**src/rtl/whack_detector.sv**
```systemverilog
// rtl/whack_detector.sv - debounces KEY presses, scores hits/misses against mole_active, retires whacked moles
// Hit/miss/escape scoring with saturating score and miss count; PLAY/OVER game state.
module whack_detector #(
  parameter int N_MOLES         = 4,
  parameter int DEBOUNCE_CYCLES = 250000,
  parameter int SCORE_W         = 10,
  parameter int MAX_MISSES      = 9
) (
  input  logic               clk,
  input  logic               reset_n,
  input  logic               start,
  input  logic [N_MOLES-1:0] key_n,
  input  logic [N_MOLES-1:0] mole_active,
  input  logic [1:0]         level,
  output logic [N_MOLES-1:0] mole_clear,
  output logic               hit_pulse,
  output logic               miss_pulse,
  output logic [SCORE_W-1:0] score,
  output logic [3:0]         misses,
  output logic               game_over
);

  localparam int CNT_W  = $clog2(DEBOUNCE_CYCLES + 1);
  localparam int HCNT_W = $clog2(N_MOLES + 1);
  localparam int MCNT_W = $clog2(2 * N_MOLES + 1);
  localparam int SSUM_W = SCORE_W + $clog2(4 * N_MOLES + 1);
  localparam int MSUM_W = 4 + MCNT_W;

  typedef enum logic [1:0] {DB_RELEASED, DB_PRESS_WAIT, DB_HELD, DB_REL_WAIT} db_state_t;
  typedef enum logic {G_PLAY, G_OVER} game_state_t;

  logic [N_MOLES-1:0] w_press_evt;

  for (genvar gi = 0; gi < N_MOLES; gi++) begin : gen_key
    logic         r_sync1, r_sync2, r_armed, r_evt;
    db_state_t    r_state;
    logic [CNT_W-1:0] r_cnt;

    // Sync flops reset to "pressed" and r_armed gates entry to PRESS_WAIT, so a key
    // held through reset must be observed released before it can register a press.
    always_ff @(posedge clk or negedge reset_n) begin
      if (!reset_n) begin
        r_sync1 <= 1'b0;
        r_sync2 <= 1'b0;
        r_armed <= 1'b0;
        r_evt   <= 1'b0;
        r_state <= DB_RELEASED;
        r_cnt   <= '0;
      end else begin
        r_sync1 <= key_n[gi];
        r_sync2 <= r_sync1;
        r_evt   <= 1'b0;
        case (r_state)
          DB_RELEASED: begin
            if (r_sync2) begin
              r_armed <= 1'b1;
            end else if (r_armed) begin
              r_state <= DB_PRESS_WAIT;
              r_cnt   <= CNT_W'(1);
            end
          end
          DB_PRESS_WAIT: begin
            if (r_sync2) begin
              r_state <= DB_RELEASED;
            end else if (r_cnt == CNT_W'(DEBOUNCE_CYCLES - 1)) begin
              r_state <= DB_HELD;
              r_evt   <= 1'b1;
            end else begin
              r_cnt <= r_cnt + 1'b1;
            end
          end
          DB_HELD: begin
            if (r_sync2) begin
              r_state <= DB_REL_WAIT;
              r_cnt   <= CNT_W'(1);
            end
          end
          DB_REL_WAIT: begin
            if (!r_sync2) begin
              r_state <= DB_HELD;
            end else if (r_cnt == CNT_W'(DEBOUNCE_CYCLES - 1)) begin
              r_state <= DB_RELEASED;
            end else begin
              r_cnt <= r_cnt + 1'b1;
            end
          end
          default: r_state <= DB_RELEASED;
        endcase
      end
    end

    assign w_press_evt[gi] = r_evt;
  end

  game_state_t        r_game;
  logic [N_MOLES-1:0] r_mole_prev, r_hit_pending, r_mole_clear;
  logic               r_hit_pulse, r_miss_pulse;
  logic [SCORE_W-1:0] r_score;
  logic [3:0]         r_misses;

  logic [N_MOLES-1:0] w_hit, w_empty, w_fall, w_escape;
  logic [HCNT_W-1:0]  w_n_hits;
  logic [MCNT_W-1:0]  w_n_miss;
  logic [SSUM_W-1:0]  w_score_sum;
  logic [MSUM_W-1:0]  w_miss_sum;
  logic [SCORE_W-1:0] w_score_next;
  logic [3:0]         w_misses_next;

  always_comb begin
    w_hit    = w_press_evt & mole_active;
    w_empty  = w_press_evt & ~mole_active;
    w_fall   = r_mole_prev & ~mole_active;
    w_escape = w_fall & ~r_hit_pending;
    w_n_hits = '0;
    w_n_miss = '0;
    for (int i = 0; i < N_MOLES; i++) begin
      w_n_hits = w_n_hits + HCNT_W'(w_hit[i]);
      w_n_miss = w_n_miss + MCNT_W'(w_empty[i]) + MCNT_W'(w_escape[i]);
    end
    w_score_sum = SSUM_W'(r_score) + SSUM_W'(w_n_hits) * (SSUM_W'(level) + SSUM_W'(1));
    w_miss_sum  = MSUM_W'(r_misses) + MSUM_W'(w_n_miss);
    w_score_next  = (w_score_sum > SSUM_W'({SCORE_W{1'b1}})) ? {SCORE_W{1'b1}} : w_score_sum[SCORE_W-1:0];
    w_misses_next = (w_miss_sum >= MSUM_W'(MAX_MISSES)) ? 4'(MAX_MISSES) : w_miss_sum[3:0];
  end

  // A mole that falls after being hit only retires its pending flag; start drops same-cycle events.
  always_ff @(posedge clk or negedge reset_n) begin
    if (!reset_n) begin
      r_game        <= G_PLAY;
      r_mole_prev   <= '0;
      r_hit_pending <= '0;
      r_mole_clear  <= '0;
      r_hit_pulse   <= 1'b0;
      r_miss_pulse  <= 1'b0;
      r_score       <= '0;
      r_misses      <= '0;
    end else begin
      r_mole_prev   <= mole_active;
      r_mole_clear  <= '0;
      r_hit_pulse   <= 1'b0;
      r_miss_pulse  <= 1'b0;
      r_hit_pending <= r_hit_pending & ~w_fall;
      if (start) begin
        r_game        <= G_PLAY;
        r_score       <= '0;
        r_misses      <= '0;
        r_hit_pending <= '0;
      end else if (r_game == G_PLAY) begin
        r_mole_clear  <= w_hit;
        r_hit_pulse   <= |w_hit;
        r_miss_pulse  <= |(w_empty | w_escape);
        r_hit_pending <= (r_hit_pending & ~w_fall) | w_hit;
        r_score       <= w_score_next;
        r_misses      <= w_misses_next;
        if (w_misses_next >= 4'(MAX_MISSES)) r_game <= G_OVER;
      end
    end
  end

  assign mole_clear = r_mole_clear;
  assign hit_pulse  = r_hit_pulse;
  assign miss_pulse = r_miss_pulse;
  assign score      = r_score;
  assign misses     = r_misses;
  assign game_over  = (r_game == G_OVER);

endmodule

```
**config.mk**
```make
export PLATFORM = sky130hd
export DESIGN_NAME = whack_detector
export DESIGN_NICKNAME = d
export VERILOG_FILES = /design/src/rtl/whack_detector.sv
export SDC_FILE = /design/constraint.sdc
export NUM_CORES = 1
export LEC_CHECK = 0
export ABC_AREA = 1
export BUFFER_PORTS_ARGS = -buffer_cell sky130_fd_sc_hd__buf_4
export CAP_MARGIN = 20
export CORE_MARGIN = 5
export CORE_UTILIZATION = 58
export CTS_BUF_LIST = sky130_fd_sc_hd__clkbuf_2 sky130_fd_sc_hd__clkbuf_4 sky130_fd_sc_hd__clkbuf_8
export CTS_CLUSTER_DIAMETER = 60
export CTS_CLUSTER_SIZE = 24
export DETAILED_ROUTE_END_ITERATION = 8
export PLACE_DENSITY_LB_ADDON = 0.12
export SYNTH_ARGS = -nofsm -noshare
export SYNTH_HDL_FRONTEND = slang
export SYNTH_SLANG_ARGS = --single-unit
```
**constraint.sdc**
```tcl
create_clock -name clk -period 3.7 [get_ports clk]
set_clock_uncertainty 0.15 [all_clocks]
set_input_delay 0.185 -clock clk [delete_from_list [all_inputs] [get_ports clk]]
set_output_delay 0.185 -clock clk [all_outputs]
set_load 0.05 [all_outputs]
```
## Word-level counts from Yosys, hierarchy flattened

Cells that the tools add are included.

| word-level totals | value |
|---|---|
| flip-flop bits (word level) | 125 |
| word-level logic and storage cells | 215 |

| operators by class | value |
|---|---|
| add/sub/neg operators | 17 |
| $mul | 1 |
| magnitude comparators | 3 |
| equality and inequality tests | 45 |
| mux-type cells | 89 |
| bitwise gates (word level) | 10 |
| reduce and logical (&&, ||, !) cells | 18 |

Operators by type and width:

| cell | number |
|---|---|
| 2-to-1 mux 18 bit | 24 |
| case mux 18 bit (4 select lines) | 4 |
| adder 18 x 1 -> 18 bit (second input constant) | 4 |
| equality test 18 bit (second input constant) | 4 |
| 2-to-1 mux 2 bit | 28 |
| != test 2 bit (second input constant) | 21 |
| AND reduction 5 bit | 8 |
| case mux 2 bit (4 select lines) | 4 |
| 2-to-1 mux 10 bit | 3 |
| 2-to-1 mux 4 bit | 7 |
| != test 3 bit (second input constant) | 8 |
| bitwise AND 4 bit | 5 |
| 2-to-1 mux 1 bit | 19 |
| adder 4 x 1 -> 4 bit | 4 |
| equality test 2 bit (second input constant) | 8 |
| NOT 4 bit | 3 |
| adder 10 x 6 -> 11 bit | 1 |
| greater-than comparator 11 x 10 -> 1 bit (second input constant) | 1 |
| equality test 2 x 1 -> 1 bit (second input constant) | 4 |
| logical NOT 2 bit | 4 |
| bitwise OR 4 bit | 2 |
| AND reduction 2 bit | 4 |
| OR reduction 4 bit | 2 |
| adder 2 x 1 -> 3 bit | 2 |
| 8 further kinds | 9 |

## Longest topological paths before layout

| logic depth | value |
|---|---|
| depth after elaboration | 17 |
| mapped depth | 22 |
| mapped depth without buffers | 22 |

## Worst setup path before layout

No wires, ideal clock.

| path | value |
|---|---|
| path kind | reg-to-reg |
| from | register r_misses[0], in the netlist misses[0] |
| to | register r_misses[0], in the netlist misses[0] |
| library setup time | 0.123 ns |
| arrival time | 3.723 ns |
| setup slack | -0.296 ns |
| stages on the path, launching flop included | 14 |
| cells stage by stage | dfrtp_1 > fa_1 > inv_1 > fa_1 > inv_1 > fa_1 > fa_1 > fa_1 > a21oi_1 > nor2_1 > nor2_1 > nand2_1 > o21ai_0 > nand2_1 |

| on the way | value |
|---|---|
| cells in the longest elaborated chain, start to end | 5 |

Ends and longest elaborated chain:

| element | line | RTL |
|---|---|---|
| from (decl) | 99 | `logic [3:0] r_misses;` |
| from (signal assigned) | 154 | `r_misses <= w_misses_next;` |
| adder 4 x 4 -> 5 bit * | 121 | `w_miss_sum = MSUM_W'(r_misses) + MSUM_W'(w_n_miss);` |
| greater-or-equal comparator 5 x 4 -> 1 bit | 123 | `w_misses_next = (w_miss_sum >= MSUM_W'(MAX_MISSES)) ? 4'(MAX_MISSES) : w_miss_sum[3:0];` |
| 2-to-1 mux 4 bit * | 123 |  |
| 2-to-1 mux 4 bit * | 148 | `end else if (r_game == G_PLAY) begin` |
| 2-to-1 mux 4 bit * | 143 | `if (start) begin` |

Mark *: on every way between the ends. The rest lies on a longest branch, timed or not. The select of a mux whose other input is x is not followed.
A chain may end at the register's enable or synchronous reset.

## Worst setup path in the final report

| path | value |
|---|---|
| from | register gen_key[0].r_evt |
| to | register r_score[3], in the netlist score[3] |

| on the way | value |
|---|---|
| cells in the longest elaborated chain, start to end | 10 |

Ends and longest elaborated chain:

| element | line | RTL |
|---|---|---|
| from (decl) | 35 | `logic r_sync1, r_sync2, r_armed, r_evt;` |
| from (signal assigned) | 46 | `r_evt <= 1'b0;` |
| from (signal assigned) | 52 | `r_evt <= 1'b0;` |
| from (signal assigned) | 67 | `r_evt <= 1'b1;` |
| bitwise AND 4 bit * | 110 | `w_hit = w_press_evt & mole_active;` |
| adder 1 x 1 -> 2 bit * | 117 | `w_n_hits = w_n_hits + HCNT_W'(w_hit[i]);` |
| adder 2 x 1 -> 3 bit * | 117 |  |
| adder 3 x 1 -> 3 bit * | 117 |  |
| multiplier 3 x 3 -> 6 bit * | 120 | `w_score_sum = SSUM_W'(r_score) + SSUM_W'(w_n_hits) * (SSUM_W'(level) + SSUM_W'(1));` |
| adder 10 x 6 -> 11 bit * | 120 |  |
| greater-than comparator 11 x 10 -> 1 bit | 122 | `w_score_next = (w_score_sum > SSUM_W'({SCORE_W{1'b1}})) ? {SCORE_W{1'b1}} : w_score_sum[SCORE_W-1:0];` |
| 2-to-1 mux 10 bit * | 122 |  |
| 2-to-1 mux 10 bit * | 148 |  |
| 2-to-1 mux 10 bit * | 143 |  |
| to (signal assigned) | 153 | `r_score <= w_score_next;` |
| to (decl) | 98 | `logic [SCORE_W-1:0] r_score;` |

Marks and branches as above.

==> impl_metrics.csv <==
group,metric,value,unit
placement,post-dp-hpwl,12100,microns
synth,syn_nets,1123,
setup_path,cp-end-kind,"register",
synth,synth-simple-area-share,0.350,
placement,globalplace.congestion,0.918,
placement,io_buffers,33,
drt,firstDrtPassIters,6,
synth,synth_compound_area_frac,0.0683,
synth,synthMuxAreaShare,0,
timing,hold_viol_final,0,
min_path,worstHoldStart,"mole_active[0]",
synth,syn_area_per_cell,7.18,sq um
pwr,power_leakage,4.31,nW
drt,drt-initial-drc-count,494,
min_path,hp-class,"input pin to register",
cells_and_area,nets,1187,
timing,relSlewSlack,0.341,
pwr,ir_drop,391,uV
synth,ys_types,37,
timing,max_freq,0.272,GHz
timing,setup_viol,0,
setup_path,cp_slowest_cell,"fa_1",
synth,synth_top_area_share,0.405,
synth,ys.flop_type,"dfrtp_1",
timing,finalSetupTns,0,ns
global_route,grt_pass1_wl,29200,microns
cells_and_area,final_core_util,0.687,
synth,ys_top_cells_by_count,"354 x nand2_1, 140 x nor2_1, 125 x dfrtp_1",
synth,synth-async-reset-ratio,1.00,
synth,ys_top_cells_by_area,"dfrtp_1 40%, nand2_1 17%, nor2_1 6.8%",
job,cap_violations,0,
cells_and_area,layout-drive-gt1-share,0.133,
drt,drc,0,
global_route,grt_pass1_vias,6415,
floorplan,die_h,125,microns
timing,slew_violations,0,
clock_network,h-tree-depth,4,
placement,dp_slack,-0.250,ns
synth,synth.most_common_cell,"nand2_1",
synth,yosys.area.top_type,"dfrtp_1",
clock_network,cts_tree,"built",
setup_path,crit_chain,"nand2_2 > ha_4 > ha_4 > ha_4 > ha_4 > nand2_2 > fa_2 > fa_1 > inv_2 > fa_2 > or2_2 > a21oi_2 > o21ai_1",
clock_network,cts_made_buffers,17,
clock_network,cts_buffer_depth,2,
min_path,hold_depth,4,
floorplan,die_width,125,microns
setup_path,cp.required,3.87,ns
cells_and_area,final_area,9020,sq um
timing,setup_ws,0.0173,ns
setup_path,path_common_cell,"ha_4",
global_route,antenna_found_initial,0,
drt,wl_per_cell,12.8,microns
synth,synth_top_family_by_area,"simple AND/OR/NAND/NOR gates",
setup_path,critPathMaxStageDelay,0.53,ns
global_route,grt_max_degree,88,
setup_path,r2r_slack,0.02,ns
clock_network,cts.sinks,125,
floorplan,die_area,15700,sq um
global_route,overflow,0,
floorplan,initial_core_util,0.588,
floorplan,rows,42,
setup_path,startpoint,"gen_key[0].r_evt",
setup_path,regToRegStartpoint,"gen_key[0].r_evt",
setup_path,worstSetupPathType,"register to register",
setup_path,worstPathArrival,3.85,ns
drt,routed_wl,17000,microns
cells_and_area,areaGrowthSynthToFinish,16.7,%
synth,seq_area_frac_synth,0.405,
drt,vias_per_cell,5.17,
run_status,outcome,"finished, final reports clean",
timing,rsz0062_at_grt,"true",
timing,fin_crit_sh,0.995,
setup_path,endpoint,"score[3]",
clock_network,clk_pin_slew_worst_paths,0.08,ns
drt,ant_nets,0,
synth,syn-instance-count,1076,
cells_and_area,regMostFlops,"gen_key.r_cnt",
global_route,grt.total_usage,0.222,
drt,num_vias,6866,
timing,finalCriticalPeriod,3.68,ns
setup_path,critPathLaunchType,"register",
cells_and_area,largest_reg_flops,72,
placement,placed_area,8170,sq um
synth,synth_edf_count,0,
clock_network,insertion_delay,0.45,ns
synth,yosys_register_bits,125,
synth,mappedNetlistArea,7730,sq um
setup_path,ff2ff_path_depth,13,
cells_and_area,diodes,0,
setup_path,reg2reg_to,"score[3]",
synth,yosysWarnings,0,
timing,worstMarginPinSlew,0.984,ns
floorplan,io_pins,34,
setup_path,cp_max_fo,4,
synth,synthXorXnorAreaFrac,0.0363,
clock_network,clock-root-buffer,"clkbuf_8",
pwr,power_density,416,nW/um^2
floorplan,core,13100,sq um
synth,synthAdderAreaFrac,0.0648,
-- how the worst min path moves through the flow --
stage,end
CTS,mole_clear[0]
global route,mole_clear[0]
global placement,gen_key[2].r_sync1
detailed placement,gen_key[3].r_cnt[17]
finish,mole_clear[0]
floorplan,asynchronous set/reset pin
-- layout make-up --
type | instances | area, sq um
clock buffers | 19 | 255
clock inverters | 13 | 214
fillers | 1105 | 4120
inverters | 121 | 458
multi-input cells | 812 | 4230
flip-flops and latches | 125 | 3130
well taps | 176 | 220
repair buffers | 63 | 515
-- worst max-delay path, delay by kind of cell (launching register included) --
kind / cells / cell delay (ns)
fa+ha+maj: 7 / 2.30
simple gates: 3 / 0.47
flops: 1 / 0.36
compound gates: 2 / 0.22
buf+inv: 1 / 0.06
-- power by group --
part / switching [mW] / internal (mW) / total [mW]
clock: 0.556 / 0.831 / 1.39
combinational: 0.508 / 0.237 / 0.745
sequential: 0.156 / 1.46 / 1.62
total: 1.22 / 2.53 / 3.75
-- metal layers --
| metal | wire length (microns) | share of wire | global-route usage |
|---|---|---|---|
| met2 | 7860 | 0.46 | 0.348 |
| met3 | 844 | 0.050 | 0.0554 |
| met1 | 8150 | 0.48 | 0.313 |
| met4 | 136 | 0.0080 | 0.0491 |
| met5 | 0 | 0 | 0 |
-- logic make-up after synthesis --
group | Yosys count
simple gates | 650
flops | 125
compound gates | 96
buf+inv | 139
xor+xnor | 32
fa+ha+maj | 34
-- cells in the final DEF, fill, tap and decap left out, types with 3 or more instances in the layout --
cell             n
o21ai_2          3
o21ai_0         40
nand3_1         86
o21ai_1         25
a21oi_2          3
bufinv_16        5
fa_1             6
a21oi_1          7
nand3_2          9
a31o_2           4
nor2_2           6
nand2_2         16
ha_4             6
clkbuf_8        18
inv_1          111
fa_2             4
xor2_1          27
xnor2_1          3
o21bai_1         8
dlygate4sd3_1   14
dfrtp_1        124
clkinv_4         4
and2_1           6
buf_4           47
inv_2            6
nand2_1        343
nand4_1         16
or2_2            6
ha_1            18
a31oi_1          3
nor2_1         138
nor3_1          15
-- repair_timing --
action,CTS,global route
setup endpoints to repair,14,15
hold buffers,13,1
gates resized for setup,19,40
buffers inserted,2,2
endpoints found under the hold margin,100,1
pin swaps,20,29
-- stage by stage --
step,cells,power (mW),hold slack (ns)
final,1329,3.75,0.0642
after global routing,1329,3.97,0.0432
after CTS,1326,3.77,0.0289
after detailed placement,1279,2.34,0.146
after global placement,1279,2.33,0.145
after floorplan,1076,2.16,-0.261
Note: power is estimated with default switching activity, not from simulation.
